### src/rtl/csr_trap_ctrl_pkg.sv
// Shared encodings for the machine-mode trap sequencer: instruction patterns,
// CSR addresses, mcause codes, mstatus bit positions and FSM states.
package csr_trap_ctrl_pkg;

  localparam logic [31:0] INST_ECALL  = 32'h0000_0073;
  localparam logic [31:0] INST_EBREAK = 32'h0010_0073;
  localparam logic [31:0] INST_MRET   = 32'h3020_0073;
  localparam logic [31:0] INST_NOP    = 32'h0000_0013;

  localparam logic [11:0] CSR_MSTATUS = 12'h300;
  localparam logic [11:0] CSR_MTVEC   = 12'h305;
  localparam logic [11:0] CSR_MEPC    = 12'h341;
  localparam logic [11:0] CSR_MCAUSE  = 12'h342;

  localparam logic [31:0] CAUSE_ECALL     = 32'd11;
  localparam logic [31:0] CAUSE_EBREAK    = 32'd3;
  localparam logic [31:0] CAUSE_TIMER_IRQ = 32'h8000_0007;

  localparam int MIE_BIT  = 3;
  localparam int MPIE_BIT = 7;

  typedef enum logic [2:0] {
    ST_IDLE,
    ST_T_MEPC,
    ST_T_MSTATUS,
    ST_T_MCAUSE,
    ST_T_JUMP,
    ST_R_MSTATUS,
    ST_R_JUMP
  } trap_state_e;

endpackage

### src/rtl/csr_trap_ctrl_if.sv
// Bundle of exe-stage inputs, CSR-file values, mem-stage CSR write request and
// the sequencer's CSR write / pipeline control outputs. The trap controller
// uses the master side; the surrounding pipeline uses the slave side.
interface csr_trap_ctrl_if #(
  parameter int ADDR_WIDTH     = 32,
  parameter int DATA_WIDTH     = 32,
  parameter int CSR_ADDR_WIDTH = 12
);

  logic [DATA_WIDTH-1:0]     inst_in;
  logic [ADDR_WIDTH-1:0]     inst_address_in;
  logic                      irq_in;
  logic [DATA_WIDTH-1:0]     csr_mstatus_in;
  logic [DATA_WIDTH-1:0]     csr_mtvec_in;
  logic [DATA_WIDTH-1:0]     csr_mepc_in;
  logic                      pipe_csr_we_in;
  logic [CSR_ADDR_WIDTH-1:0] pipe_csr_waddr_in;
  logic [DATA_WIDTH-1:0]     pipe_csr_wdata_in;
  logic                      csr_we_out;
  logic [CSR_ADDR_WIDTH-1:0] csr_waddr_out;
  logic [DATA_WIDTH-1:0]     csr_wdata_out;
  logic                      hold_out;
  logic                      jump_enable_out;
  logic [ADDR_WIDTH-1:0]     jump_address_out;
  logic                      busy_out;

  modport master (
    input  inst_in, inst_address_in, irq_in,
    input  csr_mstatus_in, csr_mtvec_in, csr_mepc_in,
    input  pipe_csr_we_in, pipe_csr_waddr_in, pipe_csr_wdata_in,
    output csr_we_out, csr_waddr_out, csr_wdata_out,
    output hold_out, jump_enable_out, jump_address_out, busy_out
  );

  modport slave (
    output inst_in, inst_address_in, irq_in,
    output csr_mstatus_in, csr_mtvec_in, csr_mepc_in,
    output pipe_csr_we_in, pipe_csr_waddr_in, pipe_csr_wdata_in,
    input  csr_we_out, csr_waddr_out, csr_wdata_out,
    input  hold_out, jump_enable_out, jump_address_out, busy_out
  );

endinterface

### src/rtl/csr_trap_ctrl_decode.sv
// Combinational classifier for the instruction in exe. is_valid marks an
// ordinary instruction that a timer interrupt is allowed to squash: not a
// system instruction handled here, not a NOP bubble and not an all-zero slot.
module csr_trap_decode
  import csr_trap_ctrl_pkg::*;
#(
  parameter int DATA_WIDTH = 32
) (
  input  logic [DATA_WIDTH-1:0] inst,
  output logic                  is_ecall,
  output logic                  is_ebreak,
  output logic                  is_mret,
  output logic                  is_valid
);

  logic is_nop;
  logic is_zero;

  assign is_ecall  = (inst == DATA_WIDTH'(INST_ECALL));
  assign is_ebreak = (inst == DATA_WIDTH'(INST_EBREAK));
  assign is_mret   = (inst == DATA_WIDTH'(INST_MRET));
  assign is_nop    = (inst == DATA_WIDTH'(INST_NOP));
  assign is_zero   = (inst == '0);
  assign is_valid  = ~(is_ecall | is_ebreak | is_mret | is_nop | is_zero);

endmodule

### src/rtl/csr_trap_ctrl.sv
// Machine-mode trap sequencer. Takes ECALL/EBREAK/MRET from exe and the timer
// interrupt, writes mepc/mstatus/mcause through the shared CSR write port
// (mem-stage writes always win) and then redirects fetch.
module csr_trap_ctrl
  import csr_trap_ctrl_pkg::*;
#(
  parameter int ADDR_WIDTH     = 32,
  parameter int DATA_WIDTH     = 32,
  parameter int CSR_ADDR_WIDTH = 12
) (
  input  logic            clk_in,
  input  logic            reset_in,
  csr_trap_ctrl_if.master bus
);

  logic                      is_ecall;
  logic                      is_ebreak;
  logic                      is_mret;
  logic                      is_valid;
  logic                      take_irq;
  logic                      start_trap;
  trap_state_e               state_q;
  trap_state_e               state_d;
  logic [ADDR_WIDTH-1:0]     pc_q;
  logic [ADDR_WIDTH-1:0]     pc_d;
  logic [DATA_WIDTH-1:0]     cause_q;
  logic [DATA_WIDTH-1:0]     cause_d;
  logic [DATA_WIDTH-1:0]     mstatus_upd;
  logic                      trap_we;
  logic [CSR_ADDR_WIDTH-1:0] trap_waddr;
  logic [DATA_WIDTH-1:0]     trap_wdata;
  logic                      hold;
  logic                      jump_en;
  logic [ADDR_WIDTH-1:0]     jump_addr;
  logic                      pipe_we;

  csr_trap_decode #(
    .DATA_WIDTH(DATA_WIDTH)
  ) u_decode (
    .inst     (bus.inst_in),
    .is_ecall (is_ecall),
    .is_ebreak(is_ebreak),
    .is_mret  (is_mret),
    .is_valid (is_valid)
  );

  // System instructions are excluded by is_valid, so they always beat the interrupt.
  assign take_irq   = bus.irq_in & bus.csr_mstatus_in[MIE_BIT] & is_valid;
  assign start_trap = is_ecall | is_ebreak | take_irq;
  assign pipe_we    = bus.pipe_csr_we_in;

  // State, trapping PC and cause registers.
  always_ff @(posedge clk_in or negedge reset_in) begin
    if (!reset_in) begin
      state_q <= ST_IDLE;
      pc_q    <= '0;
      cause_q <= '0;
    end else begin
      state_q <= state_d;
      pc_q    <= pc_d;
      cause_q <= cause_d;
    end
  end

  // Next state plus the sequencer's own CSR write; a write state only advances when the port is free.
  always_comb begin
    state_d     = state_q;
    pc_d        = pc_q;
    cause_d     = cause_q;
    mstatus_upd = bus.csr_mstatus_in;
    trap_we     = 1'b0;
    trap_waddr  = '0;
    trap_wdata  = '0;
    hold        = 1'b0;
    jump_en     = 1'b0;
    jump_addr   = '0;
    case (state_q)
      ST_IDLE: begin
        if (is_mret) begin
          hold    = 1'b1;
          pc_d    = bus.inst_address_in;
          state_d = ST_R_MSTATUS;
        end else if (start_trap) begin
          hold    = 1'b1;
          pc_d    = bus.inst_address_in;
          cause_d = is_ecall  ? DATA_WIDTH'(CAUSE_ECALL)  :
                    is_ebreak ? DATA_WIDTH'(CAUSE_EBREAK) :
                                DATA_WIDTH'(CAUSE_TIMER_IRQ);
          state_d = ST_T_MEPC;
        end
      end
      ST_T_MEPC: begin
        hold       = 1'b1;
        trap_we    = 1'b1;
        trap_waddr = CSR_ADDR_WIDTH'(CSR_MEPC);
        trap_wdata = DATA_WIDTH'(pc_q);
        if (!pipe_we) state_d = ST_T_MSTATUS;
      end
      ST_T_MSTATUS: begin
        hold                  = 1'b1;
        mstatus_upd[MPIE_BIT] = bus.csr_mstatus_in[MIE_BIT];
        mstatus_upd[MIE_BIT]  = 1'b0;
        trap_we               = 1'b1;
        trap_waddr            = CSR_ADDR_WIDTH'(CSR_MSTATUS);
        trap_wdata            = mstatus_upd;
        if (!pipe_we) state_d = ST_T_MCAUSE;
      end
      ST_T_MCAUSE: begin
        hold       = 1'b1;
        trap_we    = 1'b1;
        trap_waddr = CSR_ADDR_WIDTH'(CSR_MCAUSE);
        trap_wdata = cause_q;
        if (!pipe_we) state_d = ST_T_JUMP;
      end
      ST_T_JUMP: begin
        jump_en   = 1'b1;
        jump_addr = ADDR_WIDTH'(bus.csr_mtvec_in & ~DATA_WIDTH'(3));
        state_d   = ST_IDLE;
      end
      ST_R_MSTATUS: begin
        hold                  = 1'b1;
        mstatus_upd[MIE_BIT]  = bus.csr_mstatus_in[MPIE_BIT];
        mstatus_upd[MPIE_BIT] = 1'b1;
        trap_we               = 1'b1;
        trap_waddr            = CSR_ADDR_WIDTH'(CSR_MSTATUS);
        trap_wdata            = mstatus_upd;
        if (!pipe_we) state_d = ST_R_JUMP;
      end
      ST_R_JUMP: begin
        jump_en   = 1'b1;
        jump_addr = ADDR_WIDTH'(bus.csr_mepc_in);
        state_d   = ST_IDLE;
      end
      default: begin
        state_d = ST_IDLE;
      end
    endcase
  end

  // Write-port arbitration and output gating: everything reads zero while reset is held.
  assign bus.csr_we_out       = reset_in & (pipe_we | trap_we);
  assign bus.csr_waddr_out    = !reset_in ? '0 : (pipe_we ? bus.pipe_csr_waddr_in : trap_waddr);
  assign bus.csr_wdata_out    = !reset_in ? '0 : (pipe_we ? bus.pipe_csr_wdata_in : trap_wdata);
  assign bus.hold_out         = reset_in & hold;
  assign bus.jump_enable_out  = reset_in & jump_en;
  assign bus.jump_address_out = reset_in ? jump_addr : '0;
  assign bus.busy_out         = reset_in & (state_q != ST_IDLE);

endmodule

### src/flat_wrapper.sv
// flat-port wrapper written by rule: the top's interface ports become plain ports
module csr_trap_ctrl_flat import csr_trap_ctrl_pkg::*;
#(
  parameter int ADDR_WIDTH     = 32,
  parameter int DATA_WIDTH     = 32,
  parameter int CSR_ADDR_WIDTH = 12
)
  (clk_in, reset_in, bus_inst_in, bus_inst_address_in, bus_irq_in, bus_csr_mstatus_in, bus_csr_mtvec_in, bus_csr_mepc_in, bus_pipe_csr_we_in, bus_pipe_csr_waddr_in, bus_pipe_csr_wdata_in, bus_csr_we_out, bus_csr_waddr_out, bus_csr_wdata_out, bus_hold_out, bus_jump_enable_out, bus_jump_address_out, bus_busy_out);
  csr_trap_ctrl_if #(.ADDR_WIDTH(ADDR_WIDTH), .DATA_WIDTH(DATA_WIDTH), .CSR_ADDR_WIDTH(CSR_ADDR_WIDTH)) bus_i ();
  input  logic clk_in;
  input  logic reset_in;
  input wire logic [$bits(bus_i.inst_in)-1:0] bus_inst_in;
  input wire logic [$bits(bus_i.inst_address_in)-1:0] bus_inst_address_in;
  input wire logic [$bits(bus_i.irq_in)-1:0] bus_irq_in;
  input wire logic [$bits(bus_i.csr_mstatus_in)-1:0] bus_csr_mstatus_in;
  input wire logic [$bits(bus_i.csr_mtvec_in)-1:0] bus_csr_mtvec_in;
  input wire logic [$bits(bus_i.csr_mepc_in)-1:0] bus_csr_mepc_in;
  input wire logic [$bits(bus_i.pipe_csr_we_in)-1:0] bus_pipe_csr_we_in;
  input wire logic [$bits(bus_i.pipe_csr_waddr_in)-1:0] bus_pipe_csr_waddr_in;
  input wire logic [$bits(bus_i.pipe_csr_wdata_in)-1:0] bus_pipe_csr_wdata_in;
  output wire logic [$bits(bus_i.csr_we_out)-1:0] bus_csr_we_out;
  output wire logic [$bits(bus_i.csr_waddr_out)-1:0] bus_csr_waddr_out;
  output wire logic [$bits(bus_i.csr_wdata_out)-1:0] bus_csr_wdata_out;
  output wire logic [$bits(bus_i.hold_out)-1:0] bus_hold_out;
  output wire logic [$bits(bus_i.jump_enable_out)-1:0] bus_jump_enable_out;
  output wire logic [$bits(bus_i.jump_address_out)-1:0] bus_jump_address_out;
  output wire logic [$bits(bus_i.busy_out)-1:0] bus_busy_out;
  assign bus_i.inst_in = bus_inst_in;
  assign bus_i.inst_address_in = bus_inst_address_in;
  assign bus_i.irq_in = bus_irq_in;
  assign bus_i.csr_mstatus_in = bus_csr_mstatus_in;
  assign bus_i.csr_mtvec_in = bus_csr_mtvec_in;
  assign bus_i.csr_mepc_in = bus_csr_mepc_in;
  assign bus_i.pipe_csr_we_in = bus_pipe_csr_we_in;
  assign bus_i.pipe_csr_waddr_in = bus_pipe_csr_waddr_in;
  assign bus_i.pipe_csr_wdata_in = bus_pipe_csr_wdata_in;
  assign bus_csr_we_out = bus_i.csr_we_out;
  assign bus_csr_waddr_out = bus_i.csr_waddr_out;
  assign bus_csr_wdata_out = bus_i.csr_wdata_out;
  assign bus_hold_out = bus_i.hold_out;
  assign bus_jump_enable_out = bus_i.jump_enable_out;
  assign bus_jump_address_out = bus_i.jump_address_out;
  assign bus_busy_out = bus_i.busy_out;
  csr_trap_ctrl #(.ADDR_WIDTH(ADDR_WIDTH), .DATA_WIDTH(DATA_WIDTH), .CSR_ADDR_WIDTH(CSR_ADDR_WIDTH)) u_core (.clk_in(clk_in), .reset_in(reset_in), .bus(bus_i));
endmodule
### config.mk
export PLATFORM = sky130hd
export DESIGN_NAME = csr_trap_ctrl_flat
export DESIGN_NICKNAME = d
export VERILOG_FILES = /design/src/rtl/csr_trap_ctrl_pkg.sv /design/src/rtl/csr_trap_ctrl_if.sv /design/src/rtl/csr_trap_ctrl_decode.sv /design/src/rtl/csr_trap_ctrl.sv /design/src/flat_wrapper.sv
export SDC_FILE = /design/constraint.sdc
export NUM_CORES = 1
export LEC_CHECK = 0
export CELL_PAD_IN_SITES_DETAIL_PLACEMENT = 0
export CELL_PAD_IN_SITES_GLOBAL_PLACEMENT = 2
export CORE_UTILIZATION = 16
export CTS_CLUSTER_SIZE = 14
export DETAILED_ROUTE_END_ITERATION = 7
export PLACE_DENSITY_LB_ADDON = 0.1
export SETUP_SLACK_MARGIN = 0.15
export SYNTH_ARGS = -nofsm -noshare
export SYNTH_HDL_FRONTEND = slang
export SYNTH_SLANG_ARGS = --single-unit
### constraint.sdc
create_clock -name clk_in -period 3.4 [get_ports clk_in]
set_clock_uncertainty 0.15 [all_clocks]
set_input_delay 0.68 -clock clk_in [delete_from_list [all_inputs] [get_ports clk_in]]
set_output_delay 0.68 -clock clk_in [all_outputs]
set_load 0.005 [all_outputs]
# --- After elaboration in Yosys (flattened, before gate mapping) ---
# Cells that the tools add are included.
op_classes:
  n_mux: 24
  n_eq_ne: 15
  bitwise: 14
  reduce_logical: 10
op_table:
  columns: ["cell", "n"]
  rows:
  - ["32-bit 2-to-1 mux", 7]
  - ["32-bit one-hot mux with 4 select lines", 1]
  - ["32-bit one-hot mux with 2 select lines", 1]
  - ["32-bit by 21-bit equality test with 1-bit output (second input constant)", 1]
  - ["32-bit by 30-bit equality test with 1-bit output (second input constant)", 1]
  - ["32-bit by 5-bit equality test with 1-bit output (second input constant)", 1]
  - ["32-bit by 7-bit equality test with 1-bit output (second input constant)", 1]
  - ["32-bit logical NOT", 1]
  - ["10-bit one-hot mux with 3 select lines", 1]
  - ["12-bit 2-to-1 mux", 2]
  - ["3-bit 2-to-1 mux", 6]
  - ["3-bit one-hot mux with 5 select lines", 1]
  - ["3-bit equality test (second input constant)", 3]
  - ["2-bit != test (second input constant)", 4]
  - ["1-bit bitwise AND", 6]
  - ["3-bit by 2-bit equality test with 1-bit output (second input constant)", 2]
  - ["1-bit OR", 6]
  - ["5-bit AND reduction", 1]
  - ["1-bit 2-to-1 mux", 4]
  - ["2-bit OR reduction", 2]
  - ["4-bit OR reduction", 1]
  - ["3-bit by 1-bit equality test with 1-bit output (second input constant)", 1]
  - ["3-bit logical NOT", 1]
  - ["3-bit by 2-bit != test with 1-bit output (second input constant)", 1]
  - ["6 further kinds", 7]
word_totals:
  output_inout_bits: 80
  register_bits: 67
  in_bits: 208
  wordCells: 66

# --- Logic depth before layout (Yosys ltp) ---
# Gate-level depths: netlist (run 1).
logic_depth:
  ltp_word: 12
  depth_mapped: 8
  ltp_nobuf: 6

# --- By module ---
# A second synthesis (run 1) with hierarchy kept.
hier_totals:
  hier_cells: 350
  hier_area_um2: 3408.3
modules_own_cells:
  columns: ["mod", "cells_each", "seq_area_each_um2", "area_each_um2", "n_inst"]
  rows:
  - ["csr_trap_ctrl", 326, 950.9, 3259.4, 1]
  - ["csr_trap_decode", 24, 0.0, 148.9, 1]

# --- Worst setup path before layout (run 1) ---
# Ideal clock, no wire load.
synth_timing:
  path_type: "in2out"
  start: "input bus_pipe_csr_we_in"
  end: "output bus_csr_wdata_out[10]"
  slack_ps: 855
  t_required_ps: 2570
  cell_stages: 6
  arrival_time_ps: 1715
  n_path_buf: 3
  cell_sequence: "clkbuf_1 -> and2_1 -> clkbuf_1 -> clkbuf_1 -> nand2_1 -> o21ai_0"
synth_via:
  elab_chain_len: 2
synth_lines:
  columns: ["element", "line", "source"]
  rows:
  - ["start: declaration", "flat_wrapper.sv:18", "input wire logic [$bits(bus_i.pipe_csr_we_in)-1:0] bus_pipe_csr_we_in;"]
  - ["32-bit 2-to-1 mux (2 in a row)", "csr_trap_ctrl.sv:143", "assign bus.csr_wdata_out = !reset_in ? '0 : (pipe_we ? bus.pipe_csr_wdata_in : trap_wdata);"]
  - ["end: declaration", "flat_wrapper.sv:23", "output wire logic [$bits(bus_i.csr_wdata_out)-1:0] bus_csr_wdata_out;"]
# Every way passes these cells.

# --- Worst setup path in the final report (run 1) ---
layout_timing:
  start: "input bus_pipe_csr_we_in"
  end: "output bus_csr_wdata_out[3]"
# The elaborated chain is that of the path after synthesis.

==> impl_metrics.yaml, run 1 <==
routing:
  via_count: 3789
  wirelength_um: 14400
  antenna_left: 0
  drc: 0
  wl_per_cell_um: 16.3
  dr.pass1.iters: 4
  drt_iter0_drc: 150
  viasPerCell: 4.28
global_routing:
  track_usage: 0.142
  grt_pass1_wl_um: 21600
  antenna_found_initial: 0
  grt_pass1_vias: 3808
  overflow: 0
  grt_max_degree: 35
logic_synthesis:
  syn-num-nets: 575
  synthArstFlopShare: 1.00
  synth_edf_count: 0
  synth_ff_type: "dfrtp_1"
  synth.avg_cell_area_um2: 8.36
  synth_top_area_share: 0.310
  synth_area_mm2: 0.00307
  synth_top_area_cell: "dfrtp_1"
  ys_ff_latch: 38
  yosysWarnings: 0
  synth.area.top_cells: "dfrtp_1, a22oi_1, mux2_4"
  synth.distinct_cells: 37
  yosysSeqAreaShare: 0.310
  syn_inst: 367
pwr:
  leakage_uw: 0.00251
  powerDensity_mw_per_mm2: 448
  irDropWorstVdd_mv: 0.177
die:
  fp.dieW_um: 140
  rows: 50
  coreArea_mm2: 0.0188
  boundaryPins: 288
  die_area_mm2: 0.0197
  die_h_um: 140
  initial_core_util: 0.163
place:
  gp_congestion: 0.750
  dp_cells: 878
  postPlaceCellArea_mm2: 0.00626
  numPortBuffers: 285
  dp_hpwl_um: 11400
flow_run:
  maxCapViolCount: 0
setup_path:
  slowest_delay_ns: 0.52
  start_kind: "primary input"
  slowest_stage: "clkdlybuf4s50_1"
  arrival_ns: 2.34
  crit_fanout: 34
  cp.required_ns: 2.57
  crit_top_cell: "clkdlybuf4s50_1"
  ff2ff_setup_slack_ns: 1.25
  r2r_end: "u_core.pc_q[16]$_DFFE_PN0P_"
  path_buf_inv: 4
  timing_worst_setup_path_type: "in -> out"
  cp-end-kind: "output port"
  ff2ff_path_depth: 5
  cp_cell_sequence: "clkdlybuf4s50_1 -> nand3b_1 -> buf_12 -> inv_1 -> a32o_1 -> clkdlybuf4s50_1"
  reg2reg_from: "u_core.state_q[0]$_DFFE_PN0P_"
  cp_top_family: "buffers and inverters"
sta:
  setup_viol: 0
  timing.fmax_mhz: 316
  relSlewSlack: 0.676
  holdWs_ns: 0.283
  period_minus_slack_ns: 3.17
  rsz0062_at_grt: "false"
  worstMarginPinSlew_ns: 0.483
  finalHoldViolCount: 0
  period_share: 0.931
  drv_slew: 0
  setup_tns_ns: 0
clock_network:
  hold_buffers: 0
  cts_setup_buffers: 0
  cts_tree: "done"
  worstSkewPairLatency_ns: 0.29
  clk_pin_slew_ns: 0.06
  htreeDepth: 2
  clockBufferDepth: 2
  cts_sinks: 38
  root_buffer: "clkbuf_16"
  cts_buffers: 5
status:
  outcome: "finished clean"
cells_and_area:
  n_antenna_cell: 0
  syn2layout_area_growth_pct: 111
  final_core_util: 0.345
  final_cells: 886
  fillCellCount: 1959
  post-route-cell-area_mm2: 0.00648
  multi_input_area_mm2: 0.00197
  layout.nets: 859
  seq_area_um2: 955
  drive_gt1_frac: 0.129
worst_hold_path:
  hp-class: "in -> async"
-- worst register-to-register path: stages, from the launching register on --
cell and delay (ns):
dfrtp_2 0.49, nor3_1 0.46, a21boi_0 0.28, nand2b_2 0.13, buf_12 0.20, mux2_4 0.33
-- layout by cell type, fill, tap and decap left out, types with 8 or more instances in the layout --
cell and n:
a22oi_1 60, and3_1 11, buf_4 18, clkdlybuf4s50_1 282, dfrtp_1 35, inv_1 8, mux2_4 29, nand2_1 47
nor2_1 40, o21ai_0 37
-- flip-flops by register name, indices dropped and copies added (netlist names) --
| name | cells |
|---|---|
| u_core.pc_q | 32 |
| u_core.state_q | 3 |
| u_core.cause_q | 3 |
-- metal layers --
layer | share of wire | wire (µm) | GRT usage
met1 | 0.38 | 5460 | 0.153
met2 | 0.52 | 7480 | 0.266
met3 | 0.089 | 1280 | 0.0465
met4 | 0.014 | 209 | 0.0383
met5 | 0 | 0 | 0
-- area by class of cell --
class / count / share of cell area
clock buffers: 6 / 0.0214
clock inverters: 2 / 0.00193
inverters: 8 / 0.00463
multi-input cells: 289 / 0.304
flip-flops and latches: 38 / 0.147
well taps: 234 / 0.0452
repair buffers: 309 / 0.476
-- per-stage QoR --
step	worst slack [ns]	power, µW
after CTS	0.154	2940
after floorplan	0.855	1690
final	0.235	2900
after detailed placement	-0.120	2410
after global routing	0.156	3130
after global placement	-0.107	2400
-- timing repair --
| action | 4_1_cts | 5_1_grt |
|---|---|---|
| resized for setup | 3 | 21 |
| pin swaps | 5 | 7 |
| endpoints found under the setup margin | 28 | 43 |
-- power by group --
part	total, µW	switching, µW	leakage (µW)	internal, µW
Sequential	826	158	0.000447	668
Combinational	1580	642	0.00199	942
Clock	490	199	0.0000729	291
Total	2900	999	0.00251	1900
-- synth_stat cells, types with 2 or more instances --
master    number
inv_1          8
mux2_2         3
nor2b_1        7
a21oi_1        6
nand2_1       48
nand2b_1       6
or3_1          2
o21a_1         2
buf_12         3
clkbuf_1      27
nand3_1        3
nor3b_1        2
nor2_1        41
mux2i_1        4
o21ai_0       39
nor4_1         5
a22oi_1       60
dfrtp_1       38
and2_1         3
and3_1        11
mux2_4        29
nor3_1         5
-- worst max-delay path by stage --
stage | from | end | cells after the start
after CTS | u_core.state_q[0]$_DFFE_PN0P_ | bus_csr_wdata_out[20] | 6
after detailed placement | bus_inst_in[18] | bus_hold_out | 8
after global placement | bus_inst_in[24] | bus_hold_out | 8
after global routing | bus_pipe_csr_we_in | bus_csr_wdata_out[29] | 5
after floorplan | bus_pipe_csr_we_in | bus_csr_wdata_out[10] | 6
final | bus_pipe_csr_we_in | bus_csr_wdata_out[3] | 6
-- kinds of logic after synthesis --
| family | synth area share |
|---|---|
| simple gates | 0.210 |
| flops | 0.310 |
| mux | 0.166 |
| buf+inv | 0.0677 |
| compound gates | 0.246 |
No activity file was read; power rests on OpenSTA's default activity.
==> run 2: changes to the inputs <==
--- a/config.mk
+++ b/config.mk
@@ -15,3 +15,4 @@
 export SYNTH_ARGS = -nofsm -noshare
 export SYNTH_HDL_FRONTEND = slang
 export SYNTH_SLANG_ARGS = --single-unit
+export TNS_END_PERCENT = 1
==> run 2 against run 1 <==
Global-route usage barely moved. Sequential power about the same. Clock power about the same. Final cell count unchanged. Register-to-register slack hardly changed. Flip-flop and latch count unchanged. Die area is the same. Core utilization hardly changed. Critical path type unchanged. Highest routed layer unchanged.
==> impl_metrics.yaml, run 2 (synthesis results as in run 1) <==
cells_and_area:
  mostFrequentLayoutCell: "clkdlybuf4s50_1"
  final_cells: 886
  drive_gt1_frac: 0.123
  syn2layout_area_growth_pct: 111
  layout.nets: 859
  post-route-cell-area_mm2: 0.00648
  regMostFlops: "u_core.pc_q"
  largest_reg_flops: 32
  final_core_util: 0.345
  reg_top3: "u_core.pc_q (32), u_core.cause_q (3), u_core.state_q (3)"
  layout_common_cells: "clkdlybuf4s50_1, a22oi_1, nand2_1, nor2_1, o21ai_0"
  n_antenna_cell: 0
pwr:
  leakage_uw: 0.00249
  p_int_uw: 1900
  swShare: 0.343
  power_frac_comb: 0.546
  seq_power_share: 0.285
  powerDensity_mw_per_mm2: 447
  power.switching_uw: 994
  irDropWorstVdd_mv: 0.176
  power_frac_clock: 0.169
clock_network:
  clockBufferDepth: 2
  clk_pin_slew_ns: 0.06
  hold_buffers: 0
  cts_sinks: 38
  cts_setup_buffers: 0
  cts_tree: "done"
  htreeDepth: 2
  root_buffer: "clkbuf_16"
  cts_buffers: 5
  worstSkewPairLatency_ns: 0.29
sta:
  period_minus_slack_ns: 3.22
  worstMarginPinSlew_ns: 0.483
  drv_slew: 0
  finalHoldViolCount: 0
  relSlewSlack: 0.676
  period_share: 0.948
  rsz0062_at_grt: "true"
  timing.fmax_mhz: 310
  setup_viol: 0
setup_path:
  slowest_delay_ns: 0.40
  crit_fanout: 2
  cp_top_family: "buffers and inverters"
  cp-end-kind: "output port"
  path_buf_inv: 2
  start_kind: "primary input"
  timing_worst_setup_path_type: "in -> out"
  cp_cell_sequence: "clkdlybuf4s50_1 -> nor4_1 -> nand3_1 -> nor2_4 -> a32oi_2 -> a211oi_2 -> o21a_1 -> clkdlybuf4s15_1"
  slowest_stage: "clkdlybuf4s50_1"
  cp.required_ns: 2.57
  arrival_ns: 2.39
status:
  outcome: "finished clean"
global_routing:
  overflow: 0
  track_usage: 0.142
  grt_pass1_wl_um: 21600
  grt_pass1_vias: 3812
  grt_max_degree: 35
  antenna_found_initial: 0
routing:
  drt_iter0_drc: 157
  antenna_left: 0
  wl_per_cell_um: 16.3
  via_count: 3796
  wirelength_um: 14400
  viasPerCell: 4.28
  drc: 0
  dr.pass1.iters: 4
place:
  numPortBuffers: 285
  dp_hpwl_um: 11400
  gp_congestion: 0.750
  postPlaceCellArea_mm2: 0.00626
  dp_cells: 878
die:
  rows: 50
  initial_core_util: 0.163
  die_h_um: 140
  coreArea_mm2: 0.0188
  boundaryPins: 288
  fp.dieW_um: 140
  die_area_mm2: 0.0197
flow_run:
  maxCapViolCount: 0
worst_hold_path:
  hp-class: "in -> async"
[run 2: path summary, 6_finish.rpt]
path                                                     from                       endpoint  slack (ns)  cells after the start
min in group clk_in             u_core.cause_q[1]$_DFFE_PN0P_  u_core.cause_q[1]$_DFFE_PN0P_        0.34                      1
max in group asynchronous                            reset_in    u_core.pc_q[10]$_DFFE_PN0P_        2.55                      2
worst max-delay path                          bus_inst_in[25]                   bus_hold_out        0.18                      8
worst min register to register  u_core.cause_q[1]$_DFFE_PN0P_  u_core.cause_q[1]$_DFFE_PN0P_        0.34                      1
worst min-delay path                                 reset_in  u_core.state_q[0]$_DFFE_PN0P_        0.28                      2
worst max register to register  u_core.state_q[0]$_DFFE_PN0P_    u_core.pc_q[16]$_DFFE_PN0P_        1.25                      5
[run 2: layer usage]
| metal | part of all wire | routed length, µm | vias to the layer above | GRT usage |
|---|---|---|---|---|
| met3 | 0.087 | 1250 | 12 | 0.0465 |
| met4 | 0.014 | 209 | 0 | 0.0383 |
| met2 | 0.52 | 7470 | 162 | 0.265 |
| met5 | 0 | 0 | - | 0 |
| li1 | - | - | 1898 | - |
| met1 | 0.38 | 5500 | 1724 | 0.153 |
[run 2: stage by stage]
step | setup TNS, ns | power, µW | worst slack, ns | hold WS [ns]
4_1_cts | 0 | 2930 | 0.0533 | 0.261
2_1_floorplan | 0 | 1690 | 0.855 | 0.234
6_report | 0 | 2890 | 0.177 | 0.278
3_3_place_gp | -0.107 | 2400 | -0.107 | 0.319
3_5_place_dp | -0.120 | 2410 | -0.120 | 0.334
5_1_grt | 0 | 3130 | 0.0846 | 0.291
[run 2: worst register-to-register path: stages (launching register included)]
cell      delay (ns)
dfrtp_2         0.49
nor3_1          0.46
a21boi_0        0.28
nand2b_2        0.12
buf_12          0.20
mux2_4          0.33
[run 2: timing repair]
item	CTS	global route
pin swaps	5	6
endpoints found under the setup margin	28	60
resized for setup	1	17
[run 2: power by group through the flow]
stage / sequential (µW) / combinational, µW / clock (µW)
global placement: 825 / 1570 / 0
detailed placement: 827 / 1590 / 0
CTS: 825 / 1590 / 522
global route: 858 / 1740 / 532
finish: 824 / 1580 / 490
floorplan: 754 / 939 / 0
[run 2: cell type report]
type	instances	area [µm²]
timing repair buffer	309	3090
multi-input combinational	289	1960
inverter	8	30.0
sequential	38	953
clock inverter	2	12.5
tap	234	293
clock buffer	6	139
fill	1961	12300
